File: config.mk
export PLATFORM = sky130hd
export DESIGN_NAME = rtc_bus_ctrl_flat
export DESIGN_NICKNAME = d
export VERILOG_FILES = /design/src/rtl/rtc_bus_ctrl_if.sv /design/src/rtl/rtc_bus_ctrl.sv /design/src/flat_wrapper.sv
export SDC_FILE = /design/constraint.sdc
export NUM_CORES = 1
export LEC_CHECK = 0
export BUFFER_PORTS_ARGS = -buffer_cell sky130_fd_sc_hd__buf_2
export CAP_MARGIN = 20
export CORE_ASPECT_RATIO = 0.7
export CORE_MARGIN = 2
export CORE_UTILIZATION = 26
export DETAILED_ROUTE_END_ITERATION = 16
export GPL_TIMING_DRIVEN = 0
export PLACE_DENSITY_LB_ADDON = 0.3
export SETUP_SLACK_MARGIN = 0.4
export SKIP_CTS_REPAIR_TIMING = 1
export SLEW_MARGIN = 20
export SYNTH_ARGS = -nofsm -noshare
export SYNTH_HDL_FRONTEND = slang
export SYNTH_SLANG_ARGS = --single-unit
File: constraint.sdc
create_clock -name clk -period 3.3 [get_ports clk]
set_input_delay 0.33 -clock clk [delete_from_list [all_inputs] [get_ports clk]]
set_output_delay 0.33 -clock clk [all_outputs]
set_load 0.05 [all_outputs]
File: src/rtl/rtc_bus_ctrl_if.sv
// User-side request/response bundle for the RTC bus sequencer.
// The master is the user FSM; the slave is rtc_bus_ctrl.
interface rtc_bus_ctrl_if;
   logic       start;
   logic       rw;
   logic [7:0] addr;
   logic [7:0] wdata;
   logic       busy;
   logic       done;
   logic [7:0] rdata;

   modport master (
      output start, rw, addr, wdata,
      input  busy, done, rdata
   );

   modport slave (
      input  start, rw, addr, wdata,
      output busy, done, rdata
   );
endinterface

File: src/rtl/rtc_bus_ctrl.sv
// Sequences one multiplexed address/data RTC transaction (CS#, A/D, RD#, WR#)
// and steers the 8-bit pad buffer; every pin output is set on state entry.
module rtc_bus_ctrl #(
   parameter int unsigned T_SETUP   = 2,
   parameter int unsigned T_STROBE  = 4,
   parameter int unsigned T_HOLD    = 2,
   parameter int unsigned T_RECOVER = 4
) (
   input  logic                clk,
   input  logic                reset_n,
   rtc_bus_ctrl_if.slave       bus,
   output logic                dir_in,
   output logic [7:0]          bus_out,
   input  logic [7:0]          bus_in,
   output logic                cs_n,
   output logic                ad,
   output logic                rd_n,
   output logic                wr_n
);

   typedef enum logic [2:0] {
      IDLE,
      A_SETUP,
      A_STROBE,
      A_HOLD,
      D_SETUP,
      D_STROBE,
      D_HOLD,
      RECOVER
   } state_t;

   // Counter is loaded with duration-1 and the state advances when it hits zero.
   localparam logic [3:0] LD_SETUP   = 4'(T_SETUP - 1);
   localparam logic [3:0] LD_STROBE  = 4'(T_STROBE - 1);
   localparam logic [3:0] LD_HOLD    = 4'(T_HOLD - 1);
   localparam logic [3:0] LD_RECOVER = 4'(T_RECOVER - 1);

   state_t     state;
   logic [3:0] cnt;
   logic       rw_q;
   logic [7:0] wdata_q;
   logic       done_q;
   logic [7:0] rdata_q;

   assign bus.busy  = (state != IDLE);
   assign bus.done  = done_q;
   assign bus.rdata = rdata_q;

   always_ff @(posedge clk) begin
      if (!reset_n) begin
         state   <= IDLE;
         cnt     <= '0;
         rw_q    <= 1'b0;
         wdata_q <= '0;
         done_q  <= 1'b0;
         rdata_q <= '0;
         dir_in  <= 1'b1;
         bus_out <= '0;
         cs_n    <= 1'b1;
         ad      <= 1'b1;
         rd_n    <= 1'b1;
         wr_n    <= 1'b1;
      end else begin
         done_q <= 1'b0;
         if (state == IDLE) begin
            if (bus.start) begin
               rw_q    <= bus.rw;
               wdata_q <= bus.wdata;
               bus_out <= bus.addr;
               cs_n    <= 1'b0;
               ad      <= 1'b0;
               dir_in  <= 1'b0;
               state   <= A_SETUP;
               cnt     <= LD_SETUP;
            end
         end else if (cnt != '0) begin
            cnt <= cnt - 4'd1;
         end else begin
            case (state)
               A_SETUP: begin
                  wr_n  <= 1'b0;
                  state <= A_STROBE;
                  cnt   <= LD_STROBE;
               end
               A_STROBE: begin
                  wr_n  <= 1'b1;
                  state <= A_HOLD;
                  cnt   <= LD_HOLD;
               end
               A_HOLD: begin
                  ad <= 1'b1;
                  if (rw_q) dir_in  <= 1'b1;
                  else      bus_out <= wdata_q;
                  state <= D_SETUP;
                  cnt   <= LD_SETUP;
               end
               D_SETUP: begin
                  if (rw_q) rd_n <= 1'b0;
                  else      wr_n <= 1'b0;
                  state <= D_STROBE;
                  cnt   <= LD_STROBE;
               end
               D_STROBE: begin
                  // bus_in here is the buffer's copy of the pad from inside the strobe window.
                  rd_n <= 1'b1;
                  wr_n <= 1'b1;
                  if (rw_q) rdata_q <= bus_in;
                  state <= D_HOLD;
                  cnt   <= LD_HOLD;
               end
               D_HOLD: begin
                  cs_n   <= 1'b1;
                  dir_in <= 1'b1;
                  ad     <= 1'b1;
                  state  <= RECOVER;
                  cnt    <= LD_RECOVER;
               end
               RECOVER: begin
                  done_q <= 1'b1;
                  state  <= IDLE;
                  cnt    <= '0;
               end
               default: begin
                  state <= IDLE;
                  cnt   <= '0;
               end
            endcase
         end
      end
   end

endmodule

File: src/flat_wrapper.sv
// flat-port wrapper written by rule: the top's interface ports become plain ports
module rtc_bus_ctrl_flat 
#(
   parameter int unsigned T_SETUP   = 2,
   parameter int unsigned T_STROBE  = 4,
   parameter int unsigned T_HOLD    = 2,
   parameter int unsigned T_RECOVER = 4
)
  (clk, reset_n, dir_in, bus_out, bus_in, cs_n, ad, rd_n, wr_n, bus_start, bus_rw, bus_addr, bus_wdata, bus_busy, bus_done, bus_rdata);
  rtc_bus_ctrl_if bus_i ();
  input  logic clk;
  input  logic reset_n;
  output logic dir_in;
  output logic [7:0] bus_out;
  input  logic [7:0] bus_in;
  output logic cs_n;
  output logic ad;
  output logic rd_n;
  output logic wr_n;
  input wire logic [$bits(bus_i.start)-1:0] bus_start;
  input wire logic [$bits(bus_i.rw)-1:0] bus_rw;
  input wire logic [$bits(bus_i.addr)-1:0] bus_addr;
  input wire logic [$bits(bus_i.wdata)-1:0] bus_wdata;
  output wire logic [$bits(bus_i.busy)-1:0] bus_busy;
  output wire logic [$bits(bus_i.done)-1:0] bus_done;
  output wire logic [$bits(bus_i.rdata)-1:0] bus_rdata;
  assign bus_i.start = bus_start;
  assign bus_i.rw = bus_rw;
  assign bus_i.addr = bus_addr;
  assign bus_i.wdata = bus_wdata;
  assign bus_busy = bus_i.busy;
  assign bus_done = bus_i.done;
  assign bus_rdata = bus_i.rdata;
  rtc_bus_ctrl #(.T_SETUP(T_SETUP), .T_STROBE(T_STROBE), .T_HOLD(T_HOLD), .T_RECOVER(T_RECOVER)) u_core (.clk(clk), .reset_n(reset_n), .bus(bus_i), .dir_in(dir_in), .bus_out(bus_out), .bus_in(bus_in), .cs_n(cs_n), .ad(ad), .rd_n(rd_n), .wr_n(wr_n));
endmodule
==> results by group, run 1 <==
Outcome
  • Status: completed

Timing
  • Final Max Slew Viols: 0
  • Rel. slew slack: 0.658
  • Final setup fails: 0
  • Period utilisation layout: 0.608
  • Fmax: 499 MHz
  • Clk_skew: 0.00860 ns
  • Final setup TNS: 0 ns
  • Worst Max-Slew Pin Slew: 0.513 ns
  • RSZ-0062 raised after global routing: no
  • Tmin final: 2.01 ns
  • Fin. Hold Viols: 0

Final layout
  • Ant. Diodes: 0
  • Final Util: 0.336
  • Non-filler cells, final: 361
  • Most common cell after layout, fill and taps aside: buf_2
  • Nets@finish: 296
  • Share of layout cells above drive strength 1: 0.292
  • Most frequent cells in the layout: buf_2 (59), dfxtp_1 (38), nand2_1 (30)
  • Reg area: 761 um^2
  • Layout area overhead: 25.6%
  • Fill count: 748
  • Area occupied by multi-input gates: 936 um^2
  • Final Instance Area: 2270 um^2

Placement
  • Detailed Place HPWL: 3.61 mm
  • Placed cells: 353
  • GPL Wtd Cong: 0.785
  • DP Area: 2180 um^2
  • PortBufs: 50

Global route
  • Vias in the first global route: 1659
  • Initial antenna violation count: 0
  • Pin count of the biggest net entering global routing: 13
  • GRT Residual Overflow: 0
  • First-pass GRT wire length: 8.25 mm
  • GRT Overall Usage: 0.137

Synth
  • Post-Syn Area: 1810 um^2
  • Synth top area share: 0.420
  • FFs w/ async S/R, synth: 0
  • Syn nets: 239
  • Post-synthesis sequential area ratio: 0.420
  • Flops & latches, synth: 38
  • EDFF count, synth: 0
  • Netlist cell types: 43
  • Synthesized instance count: 209
  • Top cells by area, synth: dfxtp_1 (42%), nand2_1 (6.2%), a21oi_1 (5.3%)
  • Most used DFF post-synth: dfxtp_1
  • Average size of a mapped cell: 8.66 um^2
  • Synth area leader: dfxtp_1
  • Synth warn: 0

Critical path
  • CP endpoint kind: output pin
  • Crit path cell chain: buf_4, nor3_1, inv_1, buf_2
  • Critical path class: flop to output pin
  • Worst r2r path cells: 7
  • Reg-to-reg slack, setup: 1.61 ns
  • Setup crit start kind: flop
  • Slowest CP cell: nor3_1
  • Max incr delay on CP: 0.44 ns
  • Crit-path leading delay family: buffers and inverters
  • Critical Path RT: 2.97 ns
  • Highest net fanout along the worst path: 10
  • CP Data Arrival Time: 1.68 ns
  • Reg-to-Reg Start: u_core.cnt[0]
  • R2r endpoint: u_core.state[2]
  • WP buf/inv: 3

CTS
  • CTS root buffer: clkbuf_8
  • CTS max path bufs: 2
  • CTS buffer count: 5
  • CTS tree: built
  • H-tree level count: 2
  • TritonCTS Sinks: 38
  • Worst-skew pair later-pin latency: 0.29 ns
  • CTS clk-pin slew, worst paths: 0.08 ns

Die
  • Die Wd: 104 um
  • Starting Density: 0.268
  • Core ar.: 6760 um^2
  • Die height: 73.8 um
  • DIE AREA: 7660 um^2
  • I/O pin total: 51
  • Row count: 25

Power
  • Share of power burned in registers: 0.331
  • Switching portion of total power: 0.464
  • Power share of the combinational group: 0.487
  • Overall power: 1.91 mW
  • Pwr dens: 840 nW/um^2
  • Leakage power: 0.942 nW
  • Cell Int Power: 1.02 mW
  • Clk network pwr share: 0.182
  • Net Switching: 886 uW
  • Worst IR Drop VDD: 0.224 mV

Drt
  • Routed wire per std cell: 13.8 um
  • Total iterations of the first detailed-routing run: 4
  • Avg Vias per Cell: 4.75
  • Residual DRC: 0
  • Routed vias: 1713
  • Overall routed net length: 4.97 mm
  • DRT iter0 DRCs: 66
  • DRT antenna net count: 0

Flow run
  • Max-Cap Viols: 0

Worst hold path
  • WHS Path Cells: 3
  • Min-Delay Endpoint: u_core.rw_q
  • HP Start: bus_rw
  • Hold Path Class: input port to flop
synth_stat cells (all sizes together), types with 2 or more instances:
cell type / n
nand2: 30
buf: 12
nor2: 3
nand3: 11
a21oi: 19
a32o: 2
ha: 2
clkbuf: 5
nor3: 3
o21ai: 19
or3: 2
dfxtp: 38
o21a: 8
or4: 2
mux2i: 8
nor2b: 2
nor3b: 13
o211ai: 4
inv: 7
flip-flops by register name (all words and copies together) (netlist names), 3 cells and up:
name,cells
u_core.wdata_q,8
u_core.state,3
u_core.bus_out,8
u_core.bus.rdata,8
u_core.cnt,4
layer usage:
metal	track usage	routed length, um	vias to the layer above	share of wire
met2	0.203	1900	58	0.38
li1	-	-	867	-
met3	0.0506	441	2	0.089
met1	0.186	2600	786	0.52
met4	0.0390	26	0	0.0052
met5	0	0	-	0
worst reg2reg max path, delay by kind of cell (launching register included):
| kind | cells | cell delay, ns |
|---|---|---|
| buffers and inverters | 3 | 0.57 |
| and+or+nand+nor | 2 | 0.39 |
| DFF | 1 | 0.34 |
| adders and majority gates | 1 | 0.16 |
| AOI/OAI and AO/OA | 1 | 0.14 |
power by group through the flow:
stage,logic (mW),registers (mW),clock network (mW)
floorplan,0.552,0.784,0
global placement,0.921,0.643,0
detailed placement,0.924,0.643,0
CTS,0.927,0.632,0.355
global route,1.01,0.650,0.371
finish,0.931,0.632,0.347
logic make-up (layout without fill, tap and decap cells):
family                     after synthesis  count (layout)  share of synthesized area
adders and majority gates                2               2                     0.0138
AOI/OAI and AO/OA                       61              61                      0.218
muxes                                    8               8                     0.0442
buffers and inverters                   24              82                     0.0629
and+or+nand+nor                         74              74                      0.231
DFF                                     38              38                      0.420
xor gates and xnor gates                 2               2                    0.00968
layout make-up:
| cell class | count | area share |
|---|---|---|
| plain buffers | 17 | 0.0385 |
| clock buffers | 6 | 0.0363 |
| clock inverters | 2 | 0.00550 |
| inverters | 7 | 0.0116 |
| multi-input cells | 147 | 0.412 |
| flip-flops and latches | 38 | 0.335 |
| well taps | 94 | 0.0517 |
| repair buffers | 50 | 0.110 |
through the flow:
| step | worst slack, ns | hold WS (ns) |
|---|---|---|
| finish | 1.29 | 0.268 |
| global route | 1.15 | 0.284 |
| CTS | 1.30 | 0.260 |
| detailed placement | 1.63 | 0.451 |
| global placement | 1.58 | 0.446 |
| floorplan | 1.72 | 0.437 |
how the worst max path moves through the flow:
stage                    start               to  cells after the start
4_1_cts        u_core.state[2]         bus_busy                      4
5_1_grt        u_core.state[2]         bus_busy                      4
6_report       u_core.state[2]         bus_busy                      4
3_5_place_dp   u_core.state[2]         bus_busy                      4
3_3_place_gp   u_core.state[2]         bus_busy                      4
2_1_floorplan  u_core.state[2]  u_core.state[0]                      5
(Power assumes the default switching activity.)
==> run 2: changes to the inputs <==
--- a/config.mk
+++ b/config.mk
@@ -5,6 +5,7 @@
 export SDC_FILE = /design/constraint.sdc
 export NUM_CORES = 1
 export LEC_CHECK = 0
+export ABC_AREA = 1
 export BUFFER_PORTS_ARGS = -buffer_cell sky130_fd_sc_hd__buf_2
 export CAP_MARGIN = 20
 export CORE_ASPECT_RATIO = 0.7
==> constraint.sdc (replaced) <==
create_clock -name clk -period 1.76 [get_ports clk]
set_input_delay 0.176 -clock clk [delete_from_list [all_inputs] [get_ports clk]]
set_output_delay 0.176 -clock clk [all_outputs]
set_load 0.05 [all_outputs]
==> run 2 against run 1 <==
  * Sequential cell count did not move
  * Clock power rose to 2.6 times the previous value
  * Combinational power rose to 3.3 times the previous value
  * Synthesized cell count rose by 23%
  * Largest cell class unchanged
==> results by group, run 2 <==
Global route
  • Vias in the first global route: 1734 (+4.5%)
  • First-pass GRT wire length: 8.22 mm (-0.34%)
  • GRT Residual Overflow: 0 (unchanged)
  • GRT Overall Usage: 0.137 (-0.000219)
  • Pin count of the biggest net entering global routing: 14 (+1)
  • Initial antenna violation count: 0 (unchanged)

CTS
  • CTS clk-pin slew, worst paths: 0.08 ns (about the same)
  • H-tree level count: 2 (unchanged)
  • CTS root buffer: clkbuf_8
  • CTS max path bufs: 2 (unchanged)
  • Worst-skew pair later-pin latency: 0.30 ns (about the same)
  • CTS buffer count: 5 (unchanged)
  • TritonCTS Sinks: 38 (unchanged)
  • CTS tree: built

Drt
  • Routed wire per std cell: 12.7 um (-7.7%)
  • Overall routed net length: 5.38 mm (+8.4%)
  • DRT antenna net count: 0 (unchanged)
  • Residual DRC: 0 (unchanged)
  • Routed vias: 1912 (+12%)
  • DRT iter0 DRCs: 87 (+32%)
  • Total iterations of the first detailed-routing run: 4 (unchanged)
  • Avg Vias per Cell: 4.51 (-5.0%)

Die
  • Die height: 73.7 um (about the same)
  • DIE AREA: 7640 um^2 (-0.20%)
  • Core ar.: 6730 um^2 (-0.46%)
  • Die Wd: 104 um (-0.10%)
  • Starting Density: 0.269 (+0.000688)
  • Row count: 25 (unchanged)
  • I/O pin total: 51 (unchanged)

Final layout
  • Layout area overhead: 44.1%
  • Final Instance Area: 2600 um^2 (+15%)
  • Most frequent cells in the layout: nand2_1 (54), buf_2 (52), nand3_1 (34)
  • Share of layout cells above drive strength 1: 0.355 (+0.0624)
  • Ant. Diodes: 0 (unchanged)
  • Nets@finish: 359 (+21%)
  • Most common cell after layout, fill and taps aside: nand2_1
  • Non-filler cells, final: 424 (+17%)

Flow run
  • Max-Cap Viols: 0 (unchanged)

Timing
  • Clk_skew: 0.00933 ns (+0.000726 ns)
  • Rel. slew slack: 0.687 (+0.0291)
  • Fmax: 729 MHz
  • Final setup fails: 0 (unchanged)
  • Tmin final: 1.37 ns
  • Period utilisation layout: 0.779
  • RSZ-0062 raised after global routing: yes
  • Final WS setup: 0.388 ns (-0.906 ns)
  • Fin. Hold Viols: 0 (unchanged)
  • Final setup TNS: 0 ns (unchanged)
  • Worst Max-Slew Pin Slew: 0.469 ns (-0.0437 ns)
  • Final Max Slew Viols: 0 (unchanged)

Synth
  • EDFF count, synth: 0 (unchanged)
  • Syn nets: 288 (+21%)
  • Flops & latches, synth: 38 (unchanged)
  • Top cells by area, synth: dfxtp_1 (42%), nand2_1 (12%), nand3_1 (11%)
  • Most used DFF post-synth: dfxtp_1
  • Most common cell in the netlist: nand2_1
  • Average size of a mapped cell: 7.00 um^2 (-19%)
  • Post-Syn Area: 1810 um^2 (-0.21%)
  • Synth warn: 0 (unchanged)
  • Synth top area share: 0.421 (+0.000873)
  • Synthesized instance count: 258 (+23%)
  • Synth area leader: dfxtp_1
  • Netlist cell types: 23 (-47%)
  • FFs w/ async S/R, synth: 0 (unchanged)
  • Top post-synthesis cells by count: nand2_1 (58), nand3_1 (40), dfxtp_1 (38), nor2_1 (30)
  • Post-synthesis sequential area ratio: 0.421 (+0.000873)

Power
  • Pwr dens: 2030 nW/um^2 (+140%)
  • Overall power: 5.29 mW (+180%)
  • Leakage power: 1.22 nW (+30%)
  • Worst IR Drop VDD: 0.668 mV (+200%)

Critical path
  • Critical path origin: u_core.cnt[0]
  • Critical Path RT: 1.96 ns (-1.01 ns)
  • Reg-to-Reg Start: u_core.cnt[0]
  • Highest net fanout along the worst path: 6 (-4)
  • Worst Setup EP: u_core.bus.rdata[6]
  • Critical path class: flop to flop
  • CP endpoint kind: flop
  • Reg-to-reg slack, setup: 0.39 ns (-1.22 ns)
  • Setup crit start kind: flop
  • R2r endpoint: u_core.bus.rdata[6]
  • Worst r2r path cells: 8 (+1)
  • CP Data Arrival Time: 1.57 ns (-0.11 ns)

Placement
  • Placed cells: 401 (+14%)
  • GPL Wtd Cong: 0.811 (+3.4%)
  • Worst slack, placed: 0.151 ns (-1.48 ns)
  • PortBufs: 49 (-2.0%)
  • DP Area: 2190 um^2 (+0.52%)
  • Detailed Place HPWL: 3.73 mm (+3.4%)

Worst hold path
  • Hold Path Class: input port to flop

Outcome
  • Status: completed
run 2: cell types whose count changed after synthesis, moves of 6 or more:
| cell | previous run | this run |
|---|---|---|
| nor3b_1 | 12 | 0 |
| nand2_1 | 30 | 58 |
| mux2i_1 | 8 | 0 |
| nand3_1 | 11 | 40 |
| o21ai_0 | 19 | 13 |
| nor2_1 | 3 | 30 |
| inv_1 | 6 | 21 |
| o21a_1 | 8 | 0 |
run 2: logic make-up after synthesis:
family | after synthesis | synth area share
simple gates | 144 | 0.366
flops | 38 | 0.421
buf+inv | 37 | 0.0935
compound gates | 36 | 0.101
fa+ha+maj | 2 | 0.0138
xor+xnor | 1 | 0.00485
run 2: layout make-up:
| class | instances | area (um^2) |
|---|---|---|
| Buffer | 13 | 98.8 |
| Clock buffer | 5 | 68.8 |
| Clock inverter | 3 | 68.8 |
| Fill cell | 720 | 4120 |
| Inverter | 24 | 100 |
| Multi-Input combinational cell | 184 | 982 |
| Sequential cell | 38 | 769 |
| Tap cell | 94 | 118 |
| Timing Repair Buffer | 63 | 398 |
run 2: critical path: stages (launching register included):
cell and delay [ns]:
dfxtp_2 0.34, inv_4 0.07, ha_4 0.15, nand2_4 0.05, nor2_4 0.13, buf_12 0.14, nand3_4 0.14, o21ai_0 0.20
nor2_1 0.05
run 2: power breakdown:
part	switching, mW	internal, mW	total [mW]
sequential	0.172	1.10	1.27
combinational	1.87	1.24	3.11
clock	0.339	0.568	0.907
run 2: per-stage QoR:
| step | util | hold WS (ns) |
|---|---|---|
| after global routing | 0.387 | 0.138 |
| after global placement | 0.326 | 0.426 |
| after detailed placement | 0.326 | 0.432 |
| after floorplan | - | 0.336 |
| after CTS | 0.346 | 0.114 |
| final | 0.387 | 0.124 |
run 2: worst min-delay path by stage:
stage,cells after the start,from,end,slack [ns]
floorplan,2,bus_wdata[0],u_core.wdata_q[0],0.34
global placement,3,bus_in[1],u_core.bus.rdata[1],0.43
detailed placement,3,bus_in[1],u_core.bus.rdata[1],0.43
CTS,3,bus_in[4],u_core.bus.rdata[4],0.11
global route,3,bus_in[1],u_core.bus.rdata[1],0.14
finish,3,bus_in[1],u_core.bus.rdata[1],0.12
run 2: metal layers:
layer,vias to the layer above,GRT usage,routed length (um)
li1,975,-,-
met1,878,0.197,2760
met2,54,0.198,2110
met3,5,0.0426,482
met4,0,0.0315,31
met5,-,0,0
==> run 3: changes to the inputs <==
==> constraint.sdc (replaced) <==
create_clock -name clk -period 1.1 [get_ports clk]
set_input_delay 0.11 -clock clk [delete_from_list [all_inputs] [get_ports clk]]
set_output_delay 0.11 -clock clk [all_outputs]
set_load 0.05 [all_outputs]
==> run 3 against run 2 <==
  * The flow now finishes with violations (negative setup slack)
  * Count of clock-buffer cells in the layout rose by 2
  * Sequential cell count did not move
  * Core utilization rose by 6.5 points
  * Clock skew fell by 0.0014 ns
  * Global-route usage fell by 0.32 points
  * Register-to-register slack got worse by 0.76 ns
  * Non-clock buffer count rose by 13
  * Sequential share of layout area fell by 3.3 points
  * Largest power group unchanged
==> results by group, run 3 (same netlist as run 2, synthesis figures left out) <==
Outcome
  • Status: complete, but fails checks
  • Failing checks: negative setup slack

Die
  • Die Wd: 104 um (unchanged)
  • Die height: 73.7 um (unchanged)
  • Row count: 25 (unchanged)
  • I/O pin total: 51 (unchanged)
  • Core ar.: 6730 um^2 (unchanged)
  • DIE AREA: 7640 um^2 (unchanged)
  • Starting Density: 0.269 (unchanged)

Power
  • Pwr dens: 3020 nW/um^2 (+49%)
  • Worst IR Drop VDD: 1.77 mV (+170%)
  • Share of power burned in registers: 0.239 (-0.002)
  • Cell Int Power: 5.12 mW (+76%)
  • Leakage power: 1.37 nW (+12%)
  • Power share of the combinational group: 0.652 (+0.064)
  • Clk network pwr share: 0.109 (-0.062)
  • Net Switching: 4.06 mW (+71%)
  • Switching portion of total power: 0.443 (-0.00672)

Timing
  • Final setup TNS: -10.48 ns (-10.48 ns)
  • Hold slack: 0.0627 ns (-0.0611 ns)
  • Rel. slew slack: 0.599 (-0.0884)
  • Final setup fails: 39 (+39)
  • Period utilisation layout: 1.34 (+0.559)
  • Fin. Hold Viols: 0 (unchanged)
  • Final WS setup: -0.372 ns (-0.760 ns)
  • Worst Max-Slew Pin Slew: 0.602 ns (+0.133 ns)
  • Tmin final: 1.47 ns (+0.100 ns)
  • Fmax: 679 MHz (-6.8%)
  • RSZ-0062 raised after global routing: yes
  • Final Max Slew Viols: 0 (unchanged)
  • Clk_skew: 0.00791 ns (-0.00142 ns)

Drt
  • Overall routed net length: 5.44 mm (+1.1%)
  • Residual DRC: 0 (unchanged)
  • DRT iter0 DRCs: 69 (-21%)
  • Total iterations of the first detailed-routing run: 4 (unchanged)
  • Routed vias: 1951 (+2.0%)
  • Avg Vias per Cell: 4.46 (-1.0%)
  • DRT antenna net count: 0 (unchanged)
  • Routed wire per std cell: 12.5 um (-1.9%)

Critical path
  • Slowest CP cell: dfxtp_2
  • Crit-path leading delay family: simple AND/OR/NAND/NOR gates
  • Critical Path RT: 1.27 ns (-0.69 ns)
  • WP buf/inv: 2 (unchanged)
  • Highest net fanout along the worst path: 6 (unchanged)
  • CP dominant cell by count: nand2_4
  • Max incr delay on CP: 0.34 ns (about the same)
  • Crit path cell chain: inv_4, ha_4, nand2_4, nor2_4, nand2_4, nand2_8, buf_8, nand3_2, nand2_1, nand3_1
  • Reg-to-reg slack, setup: -0.37 ns (-0.76 ns)
  • Critical path class: flop to flop
  • Setup crit start kind: flop
  • CP endpoint kind: flop
  • CP Data Arrival Time: 1.65 ns (+0.08 ns)

CTS
  • CTS clk-pin slew, worst paths: 0.08 ns (about the same)
  • CTS root buffer: clkbuf_8
  • TritonCTS Sinks: 38 (unchanged)
  • CTS tree: built
  • CTS buffer count: 5 (unchanged)
  • Worst-skew pair later-pin latency: 0.29 ns (about the same)
  • H-tree level count: 2 (unchanged)
  • CTS max path bufs: 2 (unchanged)

Global route
  • GRT Residual Overflow: 0 (unchanged)
  • First-pass GRT wire length: 8.02 mm (-2.4%)
  • GRT Overall Usage: 0.133 (-0.00318)
  • Initial antenna violation count: 0 (unchanged)
  • Pin count of the biggest net entering global routing: 12 (-2)
  • Vias in the first global route: 1676 (-3.3%)

Final layout
  • Nets@finish: 373 (+3.9%)
  • Most common cell after layout, fill and taps aside: nand2_1
  • Ant. Diodes: 0 (unchanged)
  • Final Util: 0.452 (+0.0646)
  • Most frequent cells in the layout: nand2_1 (55), nand3_1 (33), buf_2 (28)
  • Share of layout cells above drive strength 1: 0.487 (+0.132)
  • Layout area overhead: 68.1%

Flow run
  • Max-Cap Viols: 0 (unchanged)

Placement
  • Worst slack, placed: -0.443 ns (-0.594 ns)
  • PortBufs: 49 (unchanged)
  • Detailed Place HPWL: 3.55 mm (-4.7%)
  • GPL Wtd Cong: 0.811 (about the same)

Worst hold path
  • Hold Path Class: input port to flop
-- run 3: cell count changes in the layout (fill, tap and decap cells not counted), sizes merged --
| cell | change |
|---|---|
| bufinv | -2 |
| buf | +12 |
| nand2 | +1 |
| clkinv | -1 |
| clkbuf | +3 |
-- run 3: metal layers --
metal | global-route usage | wire length, um | up-vias
met5 | 0 | 0 | -
met4 | 0.0405 | 70 | 0
met3 | 0.0426 | 220 | 7
met2 | 0.192 | 2320 | 35
met1 | 0.189 | 2830 | 900
li1 | - | - | 1009
-- run 3: worst min-delay path, cell delays in order --
cell and delay, ns:
buf_2 0.08, o21ai_2 0.05, nor2_1 0.08
-- run 3: area by class of cell --
type / instances / area, um^2
sequential: 38 / 798
fill: 683 / 3690
buffer: 13 / 124
clock buffer: 7 / 86.3
inverter: 24 / 113
tap: 94 / 118
multi-input combinational: 185 / 1060
timing repair buffer: 76 / 738
-- run 3: metrics by stage --
step / area (um^2) / power (mW) / instances
2_1_floorplan: 1920 / 5.32 / 258
3_3_place_gp: 2290 / 6.10 / 401
3_5_place_dp: 2290 / 6.14 / 401
4_1_cts: 2370 / 7.16 / 408
5_1_grt: 3040 / 9.79 / 437
6_report: 3040 / 9.18 / 437
-- run 3: power groups by stage --
stage / registers [mW] / logic [mW] / clock network, mW
final: 2.19 / 5.99 / 1.00
after global routing: 2.24 / 6.46 / 1.09
after CTS: 2.06 / 4.07 / 1.04
after detailed placement: 2.09 / 4.05 / 0
after global placement: 2.09 / 4.02 / 0
after floorplan: 2.77 / 2.55 / 0
-- run 3: final timing paths --
path	start	endpoint	depth (start not counted)
setup / recovery	u_core.cnt[0]	u_core.dir_in	10
hold / removal	bus_in[2]	u_core.bus.rdata[2]	3
setup reg to reg	u_core.cnt[0]	u_core.dir_in	10
hold reg to reg	u_core.wdata_q[7]	u_core.wdata_q[7]	2
